[src/rtl/dma_pkg.sv]
// Shared definitions for the DMA stream blocks: FSM encodings, AXIS widths
// and the round-robin pick function used by the arbiters.
package dma_pkg;

   localparam logic [1:0] ARB_S_IDLE = 2'b00;
   localparam logic [1:0] ARB_S_XFER = 2'b01;

   localparam int AXIS_DATA_W = 64;
   localparam int AXIS_KEEP_W = 8;

   // rr_pick works on a fixed 8-wide request vector; callers zero-extend.
   localparam int MAX_SRC = 8;

   // Walk from last+n down to last+1 so the nearest set bit after last wins;
   // last itself is only chosen when it is the sole requester.
   function automatic logic [2:0] rr_pick(input logic [MAX_SRC-1:0] req,
                                          input logic [2:0]         last,
                                          input int                 n);
      logic [2:0] win;
      logic [2:0] idx;
      win = last;
      for (int k = n; k >= 1; k--) begin
         idx = 3'((32'(last) + 32'(k)) % 32'(n));
         if (req[idx]) win = idx;
      end
      return win;
   endfunction

endpackage

[src/rtl/rr_arbiter.sv]
// Combinational round-robin priority picker: returns the first requester
// after last_grant (wrapping) and whether any request was present.
module rr_arbiter
   import dma_pkg::*;
#(
   parameter int NUM_SRC = 4,
   parameter int ID_W    = 2
) (
   input  logic [NUM_SRC-1:0] req,
   input  logic [ID_W-1:0]    last_grant,
   output logic [ID_W-1:0]    grant,
   output logic               found
);

   assign grant = ID_W'(rr_pick(MAX_SRC'(req), 3'(last_grant), NUM_SRC));
   assign found = |req;

endmodule

[src/rtl/dma_tohost_arb.sv]
// Packet-level round-robin arbiter sharing the tohost DMA stream between
// NUM_SRC AXIS producers. Define DMA_TOHOST_ARB_STATS_EN for per-source packet counters.
module dma_tohost_arb
   import dma_pkg::*;
#(
   parameter int NUM_SRC = 4,
   parameter int ID_W    = 2
) (
   input  logic                           clk,
   input  logic                           rst_n,
   input  logic [NUM_SRC-1:0]             src_en,
   input  logic [NUM_SRC-1:0]             s_axis_tvalid,
   input  logic [AXIS_DATA_W*NUM_SRC-1:0] s_axis_tdata,
   input  logic [AXIS_KEEP_W*NUM_SRC-1:0] s_axis_tkeep,
   input  logic [NUM_SRC-1:0]             s_axis_tlast,
   output logic [NUM_SRC-1:0]             s_axis_tready,
   output logic                           m_axis_tvalid,
   output logic [AXIS_DATA_W-1:0]         m_axis_tdata,
   output logic [AXIS_KEEP_W-1:0]         m_axis_tkeep,
   output logic                           m_axis_tlast,
   output logic [ID_W-1:0]                m_axis_tid,
   input  logic                           m_axis_tready,
   output logic                           arb_busy
`ifdef DMA_TOHOST_ARB_STATS_EN
   ,
   input  logic                           stats_clr,
   output logic [16*NUM_SRC-1:0]          pkt_cnt
`endif
);

   logic [1:0]      state;
   logic [1:0]      state_next;
   logic [ID_W-1:0] grant;
   logic [ID_W-1:0] last_grant;
   logic [ID_W-1:0] pick;
   logic            found;
   logic            beat_last;

   logic [AXIS_DATA_W-1:0] src_data [NUM_SRC];
   logic [AXIS_KEEP_W-1:0] src_keep [NUM_SRC];

   for (genvar i = 0; i < NUM_SRC; i++) begin : g_unpack
      assign src_data[i] = s_axis_tdata[AXIS_DATA_W*i +: AXIS_DATA_W];
      assign src_keep[i] = s_axis_tkeep[AXIS_KEEP_W*i +: AXIS_KEEP_W];
   end

   rr_arbiter #(
      .NUM_SRC (NUM_SRC),
      .ID_W    (ID_W)
   ) u_rr (
      .req        (s_axis_tvalid & src_en),
      .last_grant (last_grant),
      .grant      (pick),
      .found      (found)
   );

   assign beat_last = (state == ARB_S_XFER) & m_axis_tvalid & m_axis_tready & m_axis_tlast;

   // last_grant starts at the top source so source 0 wins the first arbitration.
   always_ff @(posedge clk or negedge rst_n) begin
      if (!rst_n) begin
         state      <= ARB_S_IDLE;
         grant      <= '0;
         last_grant <= ID_W'(NUM_SRC - 1);
      end else begin
         state <= state_next;
         if (state == ARB_S_IDLE && found) grant <= pick;
         if (beat_last) last_grant <= grant;
      end
   end

   always_comb begin
      state_next = ARB_S_IDLE;
      case (state)
         ARB_S_IDLE: state_next = found ? ARB_S_XFER : ARB_S_IDLE;
         ARB_S_XFER: state_next = beat_last ? ARB_S_IDLE : ARB_S_XFER;
         default:    state_next = ARB_S_IDLE;
      endcase
   end

   // Outside a granted packet everything sits at its reset value.
   always_comb begin
      s_axis_tready = '0;
      m_axis_tvalid = 1'b0;
      m_axis_tdata  = '0;
      m_axis_tkeep  = '0;
      m_axis_tlast  = 1'b0;
      m_axis_tid    = '0;
      arb_busy      = 1'b0;
      if (state == ARB_S_XFER) begin
         m_axis_tvalid        = s_axis_tvalid[grant];
         m_axis_tdata         = src_data[grant];
         m_axis_tkeep         = src_keep[grant];
         m_axis_tlast         = s_axis_tlast[grant];
         m_axis_tid           = grant;
         arb_busy             = 1'b1;
         s_axis_tready[grant] = m_axis_tready;
      end
   end

`ifdef DMA_TOHOST_ARB_STATS_EN
   // Clear takes priority over a coincident packet completion.
   for (genvar i = 0; i < NUM_SRC; i++) begin : g_stats
      logic [15:0] cnt;
      always_ff @(posedge clk or negedge rst_n) begin
         if (!rst_n) begin
            cnt <= '0;
         end else if (stats_clr) begin
            cnt <= '0;
         end else if (beat_last && grant == ID_W'(i)) begin
            cnt <= cnt + 16'd1;
         end
      end
      assign pkt_cnt[16*i +: 16] = cnt;
   end
`endif

endmodule

[config.mk]
export PLATFORM = sky130hd
export DESIGN_NAME = dma_tohost_arb
export DESIGN_NICKNAME = d
export VERILOG_FILES = /design/src/rtl/dma_pkg.sv /design/src/rtl/rr_arbiter.sv /design/src/rtl/dma_tohost_arb.sv
export SDC_FILE = /design/constraint.sdc
export NUM_CORES = 1
export LEC_CHECK = 0
export BUFFER_PORTS_ARGS = -buffer_cell sky130_fd_sc_hd__buf_2
export CORE_AREA = 4 4 149 151
export CTS_BUF_LIST = sky130_fd_sc_hd__clkbuf_16
export CTS_CLUSTER_SIZE = 25
export DETAILED_ROUTE_END_ITERATION = 8
export DIE_AREA = 0 0 153 155
export PLACE_DENSITY = 0.43
export SLEW_MARGIN = 20
export SYNTH_ARGS = -nofsm -noshare
export SYNTH_HDL_FRONTEND = slang
export SYNTH_SLANG_ARGS = --single-unit
export TNS_END_PERCENT = 5
[constraint.sdc]
create_clock -name clk -period 4.3 [get_ports clk]
set_clock_uncertainty 0.15 [all_clocks]
set_input_delay 0.215 -clock clk [delete_from_list [all_inputs] [get_ports clk]]
set_output_delay 0.215 -clock clk [all_outputs]
set_load 0.1 [all_outputs]
# Word-level counts from Yosys, hierarchy flattened
# Cells that the tools add are included.
# word_totals
register_bits	6
wordCells	59
output_inout_bits	81
# classes
reduce_logical	4
n_mux	34
n_eq_ne	1
n_addsub	4
order_cmp	7
bitwise_logic	6
# ops
op	count
64-bit 2-to-1 mux	3
64-bit binary-select mux with 2-bit select	1
8-bit 2-to-1 mux	3
8-bit binary-select mux with 2-bit select	1
2-bit by 4-bit < comparator with 1-bit output (second input constant)	4
1-bit binary-select mux with 2-bit select	6
1-bit 2-to-1 mux	12
2-bit 2-to-1 mux	5
4-bit bitwise AND	2
2-bit by 1-bit adder with 2-bit output (second input constant)	2
2-bit adder (second input constant)	2
4-bit 2-to-1 mux	1
4-bit OR reduction	1
1-bit bitwise AND	3
3-bit greater-or-equal comparator (second input constant)	1
2-bit by 3-bit < comparator with 1-bit output (second input constant)	1
2-bit inverter with 3-bit output	1
1-bit demux with 2-bit select	1
2-bit by 1-bit equality test with 1-bit output (second input constant)	1
2-bit by 1-bit greater-or-equal comparator with 1-bit output (second input constant)	1
1-bit logical AND	2
2-bit zero test	1
1-bit one-hot mux with 2 select lines	1

# Longest topological paths before layout
# Gate-level depths: netlist (run 1).
# depth
word_depth	8
depth_mapped	6
ltp_nobuf	4

# Hierarchy
# A second synthesis (run 1) with hierarchy kept.
# hier_totals
cells_unflattened	210
hier_area_um2	2657.5
# by_module_without_submodules
module	seq_area_each_um2	cells_each	n_inst	area_each_um2
dma_tohost_arb	127.6	198	1	2571.2
rr_arbiter	0.0	12	1	86.3

# Worst setup path before layout (run 1)
# No wires, ideal clock.
# synth_timing
kind	reg-to-output
startpoint	register state[0]
endpoint	output s_axis_tready[0]
slack_ns	0.505
required_ns	3.935
stages_incl_launch_ff	4
n_path_buf	1
t_arrival_ns	3.430
cell_sequence	dfrtp_1 > clkbuf_1 > nand2_1 > nor3_1
# synth_between
elab_chain_cells	2
# synth_rtl
item	line_no	text
start, declared	dma_tohost_arb.sv:31	logic [1:0] state;
start signal, assigned	dma_tohost_arb.sv:66	state <= state_next;
2-bit by 1-bit equality test with 1-bit output	dma_tohost_arb.sv:90	if (state == ARB_S_XFER) begin
4-bit 2-to-1 mux	dma_tohost_arb.sv:90	
end, declared	dma_tohost_arb.sv:16	output logic [NUM_SRC-1:0] s_axis_tready,
# No other way between the ends.

# Worst setup path after layout (run 1)
# layout_timing
startpoint	register grant[0]
endpoint	output m_axis_tdata[2]
# layout_between
elab_chain_cells	5
# layout_rtl
item	line_no	text
start, declared	dma_tohost_arb.sv:33	logic [ID_W-1:0] grant;
start signal, assigned	dma_tohost_arb.sv:67	if (state == ARB_S_IDLE && found) grant <= pick;
2-bit inverter with 3-bit output (not written as such)	dma_tohost_arb.sv:92	m_axis_tdata = src_data[grant];
64-bit binary-select mux with 2-bit select	dma_tohost_arb.sv:92	
64-bit 2-to-1 mux (not written as such) (2 in a row)	dma_tohost_arb.sv:92	
64-bit 2-to-1 mux	dma_tohost_arb.sv:90	
end, declared	dma_tohost_arb.sv:18	output logic [AXIS_DATA_W-1:0] m_axis_tdata,
# No other way between the ends. The select of a mux whose other input is x is not followed.

==> results of run 1 <==
==> state kept, by name, indices dropped and copies added, names as in the netlist <==
signal      count
grant           2
state           1
last_grant      2
==> how the worst max path moves through the flow <==
stage	from	endpoint	slack, ps	cells after the start
finish	grant[0]	m_axis_tdata[2]	1380	4
global route	grant[0]	m_axis_tdata[2]	1150	4
CTS	grant[0]	m_axis_tdata[0]	1260	4
detailed placement	grant[0]	m_axis_tdata[0]	1500	4
global placement	grant[0]	m_axis_tdata[59]	1560	4
floorplan	state[0]	s_axis_tready[0]	500	3
==> stage by stage <==
step / utilization (%) / cell area (µm²)
3_3_place_gp: 22.89 / 4766
4_1_cts: 23.31 / 4855
3_5_place_dp: 22.89 / 4766
2_1_floorplan: - / 2624
5_1_grt: 23.45 / 4882
6_report: 23.45 / 4882
==> worst register-to-register path, delay by kind of cell, from the launching register on <==
family / cells / cell delay [ps]
simple gates: 1 / 150
buf+inv: 1 / 360
mux: 2 / 940
flops: 1 / 840
==> placed cells by master, fill, tap and decap left out, types with 3 or more instances in the layout <==
master	count
buf_2	383
inv_1	5
nor2_1	3
nand2_1	6
clkbuf_16	3
mux4_2	74
and2_1	77
==> logic make-up (layout without fill, tap and decap cells) <==
family | count (synthesis) | in the layout | share of synthesized area (%)
mux | 77 | 77 | 64.76
compound gates | 10 | 10 | 2.719
flops | 5 | 5 | 4.864
buf+inv | 30 | 395 | 6.485
simple gates | 92 | 92 | 21.17
==> cell type report <==
class	instances	share of cell area, %
Clock buffer	3	1.538
Clock inverter	1	0.07688
Inverter	4	0.3075
Multi-Input combinational cell	179	47.64
Sequential cell	5	2.793
Tap cell	275	7.048
Timing Repair Buffer	387	40.59
==> timing repair <==
item / 4_1_cts / 5_1_grt
endpoints found under the setup margin: 0 / 0
hold endpoints to repair: 5 / 0
hold buffers: 1 / 0
gates resized for setup: 0 / 0
buffers inserted: 0 / 0
==> metal layers <==
metal  up-vias  share of wire, %  track usage (%)
li1       1599                 -                -
met2       164                53            20.34
met3        16               7.0            2.448
met1      1681                38            14.44
met4         0               1.5            1.909
met5         -                 0                0
==> results.json, run 1 <==
{
  "post_syn_area_um2": 2624,
  "final.period_utilization_pct": 67.90,
  "die_w_um": 153,
  "fmax_mhz": 342.5,
  "timing.critical_path.from_type": "register",
  "yosysTopAreaCellShare_pct": 63.52,
  "grt_start_max_net_pins": 80,
  "route.detailed.drc": 0,
  "finalHoldViolCount": 0,
  "netlist_instances": 214,
  "classification_of_the_worst_setup_path": "register to output pin",
  "timing.critical_path.cells": "buf_12, mux4_2, and2_1, buf_2",
  "syn_nets": 517,
  "sequential_cell_area_um2": 136.4,
  "finalMaxSlewViolations": 0,
  "grt_setup_unrepaired": "false",
  "detail-route-antenna-nets": 0,
  "synth-edff-count": 0,
  "setup_tns_ps": 0,
  "rows": 53,
  "yosys_warnings": 0,
  "timing.final.ws_setup_ps": 1380,
  "die-height_um": 155,
  "synth_common_cells": "77 x and2_1, 74 x mux4_2, 11 x buf_2, 11 x clkbuf_1, 6 x nand2_1",
  "cts.path.max_buffers": 2,
  "final_layout_size_suffix_gt1_share_pct": 81.35,
  "maxCapViolCount": 0,
  "coreArea_um2": 20820,
  "critPathCaptureType": "output pin",
  "ys_seq_area_share_pct": 4.864,
  "syn_area_per_cell_um2": 12.26,
  "worst-slew-pin-transition_ps": 673.3,
  "synthToLayoutAreaGrowth_pct": 86.08,
  "clock-sinks": 5,
  "synth_most_common_cell": "and2_1",
  "wl_um": 15120,
  "postSynth.asyncResetShare_pct": 100.0,
  "yosys.area.top_type": "mux4_2",
  "cp_max_fo": 45,
  "run_status": "finished clean",
  "detail_route.first_pass.iterations": 4,
  "critical_path.reg2reg.startpoint": "grant[0]",
  "numPortBuffers": 383,
  "initial_core_util_pct": 12.60,
  "multi_input_comb_area_um2": 2326,
  "slowest_cell_on_crit_path": "dfrtp_4",
  "detailed_place_hpwl_um": 13080,
  "cp_slowest_stage_delay_ps": 840,
  "fillerInstances": 2311,
  "reg2reg_slack_ps": 1780,
  "ctsHtreeMaxLevel": 1,
  "synth_seq_cells": 5,
  "hold_class": "primary input to async pin",
  "vias_in_the_first_global_route": 3511,
  "worst_skew_pair.late_latency_ps": 230,
  "cts-buffers-inserted": 3,
  "grt_remaining_overflow": 0,
  "family_with_the_most_delay_on_the_worst_path": "flip-flops",
  "drt_first_iter_violations": 143,
  "grt_pass1_wl_um": 21310,
  "via_count": 3460,
  "setup_viol": 0,
  "cp_data_required_time_ps": 3930,
  "clock_tree.root_cell": "clkbuf_16",
  "dp.cells": 848,
  "insertedDiodeCount": 0,
  "layout_min_cycle_time_ps": 2920,
  "timing.critical_path.arrival_ps": 2550,
  "maxSlewHeadroom_pct": 55.11,
  "drt-wirelength-per-cell_um": 17.70,
  "synth_top_flop_cell": "dfrtp_1",
  "timing.reg2reg.worst_path_depth": 4,
  "worst_case_setup_slack_after_placement_ps": 1502,
  "cts_tree": "yes",
  "synth.lib_cells_used.distinct": 27,
  "floorplan.io_pins": 384,
  "die_area_um2": 23720,
  "destination_of_the_worst_register_to_register_timing_path": "last_grant[0]",
  "final_nets": 883,
  "post_layout_nonfiller_instances": 854,
  "antenna_found_initial": 0,
  "number_of_buffers_and_inverters_on_the_critical_path": 2,
  "synth.top_cells.by_area": "mux4_2 64%, and2_1 18%, dfrtp_1 2.9%, buf_2 2.1%, dfstp_2 2.0%",
  "vias_per_cell": 4.052,
  "total_grt_usage_pct": 11.40,
  "timing.hold.ws_ps": 188.4,
  "cts.reportedPaths.clkPinSlew_ps": 30,
  "gp_congestion": 0.8241
}
Power of run 1 is not shown: default switching activity piles up to over one toggle a cycle in this logic, so the estimate is an artifact.
==> run 2: changes to the inputs <==
--- a/config.mk
+++ b/config.mk
@@ -6,12 +6,12 @@
 export NUM_CORES = 1
 export LEC_CHECK = 0
 export BUFFER_PORTS_ARGS = -buffer_cell sky130_fd_sc_hd__buf_2
-export CORE_AREA = 4 4 149 151
+export CORE_AREA = 4 4 148 150
 export CTS_BUF_LIST = sky130_fd_sc_hd__clkbuf_16
 export CTS_CLUSTER_SIZE = 25
 export DETAILED_ROUTE_END_ITERATION = 8
-export DIE_AREA = 0 0 153 155
-export PLACE_DENSITY = 0.43
+export DIE_AREA = 0 0 152 154
+export PLACE_DENSITY = 0.44
 export SLEW_MARGIN = 20
 export SYNTH_ARGS = -nofsm -noshare
 export SYNTH_HDL_FRONTEND = slang
==> constraint.sdc (replaced) <==
create_clock -name clk -period 2.6 [get_ports clk]
set_clock_uncertainty 0.15 [all_clocks]
set_input_delay 0.13 -clock clk [delete_from_list [all_inputs] [get_ports clk]]
set_output_delay 0.13 -clock clk [all_outputs]
set_load 0.1 [all_outputs]
==> results.json, run 2 (synthesis gave the netlist of run 1 again) <==
{
  "run_status": "finished clean",
  "timing.reg2reg.worst_path_depth": 4,
  "timing.critical_path.cells": "buf_12, mux4_2, and2_1, buf_2",
  "final_cell_mix": "383 x buf_2, 77 x and2_1, 74 x mux4_2",
  "timing.critical_path.to": "m_axis_tdata[22]",
  "maxSlewHeadroom_pct": 60.55,
  "cts-resized-gates": 0,
  "family_with_the_most_delay_on_the_worst_path": "flip-flops",
  "reg2reg_slack_ps": 530,
  "drt_first_iter_violations": 94,
  "finalMaxSlewViolations": 0,
  "detail_route.first_pass.iterations": 5,
  "grt_remaining_overflow": 0,
  "cts_hold_repair.buffers": 1,
  "cts-buffers-inserted": 3,
  "route.detailed.drc": 0,
  "insertedDiodeCount": 0,
  "die_w_um": 152,
  "vias_in_the_first_global_route": 3768,
  "grt_setup_unrepaired": "false",
  "initial_core_util_pct": 12.68,
  "grt_pass1_wl_um": 20440,
  "coreArea_um2": 20690,
  "synthToLayoutAreaGrowth_pct": 89.03,
  "grt_start_max_net_pins": 39,
  "timing.final.ws_setup_ps": 188.8,
  "worst-slew-pin-transition_ps": 591.8,
  "ctsHtreeMaxLevel": 1,
  "rows": 53,
  "gp_congestion": 0.8403,
  "critical_path.reg2reg.startpoint": "grant[0]",
  "slowest_cell_on_crit_path": "dfrtp_4",
  "die-height_um": 154,
  "cts.reportedPaths.clkPinSlew_ps": 30,
  "destination_of_the_worst_register_to_register_timing_path": "last_grant[0]",
  "clock_tree.root_cell": "clkbuf_16",
  "clock-sinks": 5,
  "cp_data_required_time_ps": 2320,
  "final_nets": 888,
  "detail-route-antenna-nets": 0,
  "worst_case_setup_slack_after_placement_ps": 376.5,
  "die_area_um2": 23410,
  "total_grt_usage_pct": 10.87,
  "fmax_mhz": 414.7,
  "cp_max_fo": 26,
  "vias_per_cell": 4.003,
  "critPathCaptureType": "output pin",
  "timing.critical_path.from_type": "register",
  "drt-wirelength-per-cell_um": 16.23,
  "layout_min_cycle_time_ps": 2411,
  "cp_slowest_stage_delay_ps": 600,
  "setup_viol": 0,
  "timing.critical_path.arrival_ps": 2130,
  "startpoint": "grant[0]",
  "hold_class": "primary input to register",
  "finalHoldViolCount": 0,
  "cts.path.max_buffers": 2,
  "cp_num_cells": 4,
  "cts_tree": "yes",
  "postCtsSetupBuffers": 0,
  "layout_commonest_cell": "buf_2",
  "via_count": 3439,
  "postLayoutCoreUtil_pct": 23.97,
  "classification_of_the_worst_setup_path": "register to output pin",
  "number_of_buffers_and_inverters_on_the_critical_path": 2,
  "wl_um": 13950,
  "floorplan.io_pins": 384,
  "final.period_utilization_pct": 92.74,
  "largest_registers": "grant (2), last_grant (2), state (1)",
  "numPortBuffers": 383,
  "antenna_found_initial": 0,
  "detailed_place_hpwl_um": 12530,
  "final_layout_size_suffix_gt1_share_pct": 81.85,
  "maxCapViolCount": 0,
  "worst_skew_pair.late_latency_ps": 230
}
## run 2: per-stage QoR
step | hold WS, ps | instance area [µm²] | setup TNS, ps | instances
2_1_floorplan | -315.6 | 2634 | -1291 | 214
3_3_place_gp | -198.9 | 4871 | 0 | 854
3_5_place_dp | -198.7 | 4871 | 0 | 854
4_1_cts | 103.9 | 4960 | 0 | 859
5_1_grt | 142.6 | 4960 | 0 | 859
6_report | 95.50 | 4960 | 0 | 859
## run 2: how the worst min path moves through the flow
stage	depth (start not counted)	from	endpoint
after floorplan	0	rst_n	grant[0]
after global placement	1	rst_n	grant[0]
after detailed placement	1	rst_n	grant[0]
after CTS	3	m_axis_tready	last_grant[1]
after global routing	3	m_axis_tready	last_grant[1]
final	3	m_axis_tready	last_grant[1]
## run 2: area by class of cell
cell class,count,area [µm²]
fill,2297,15730
multi-input combinational,179,2336
timing repair buffer,392,2049
tap,275,344.1
sequential,5,136.4
clock buffer,3,75.07
inverter,4,15.01
clock inverter,1,3.754
## run 2: worst reg2reg max path, cell delays in order (launching register included)
cell and delay, ps:
dfrtp_4 600, buf_12 220, mux4_2 540, nand4_2 150, mux2_1 330
## run 2: layer usage
layer	track usage (%)	vias to the layer above	part of all wire [%]
li1	-	1605	-
met1	12.45	1618	38
met2	20.19	210	52
met3	3.800	6	9.6
met4	1.113	0	0.49
met5	0	-	0
Power of run 2 is left out for the same reason.
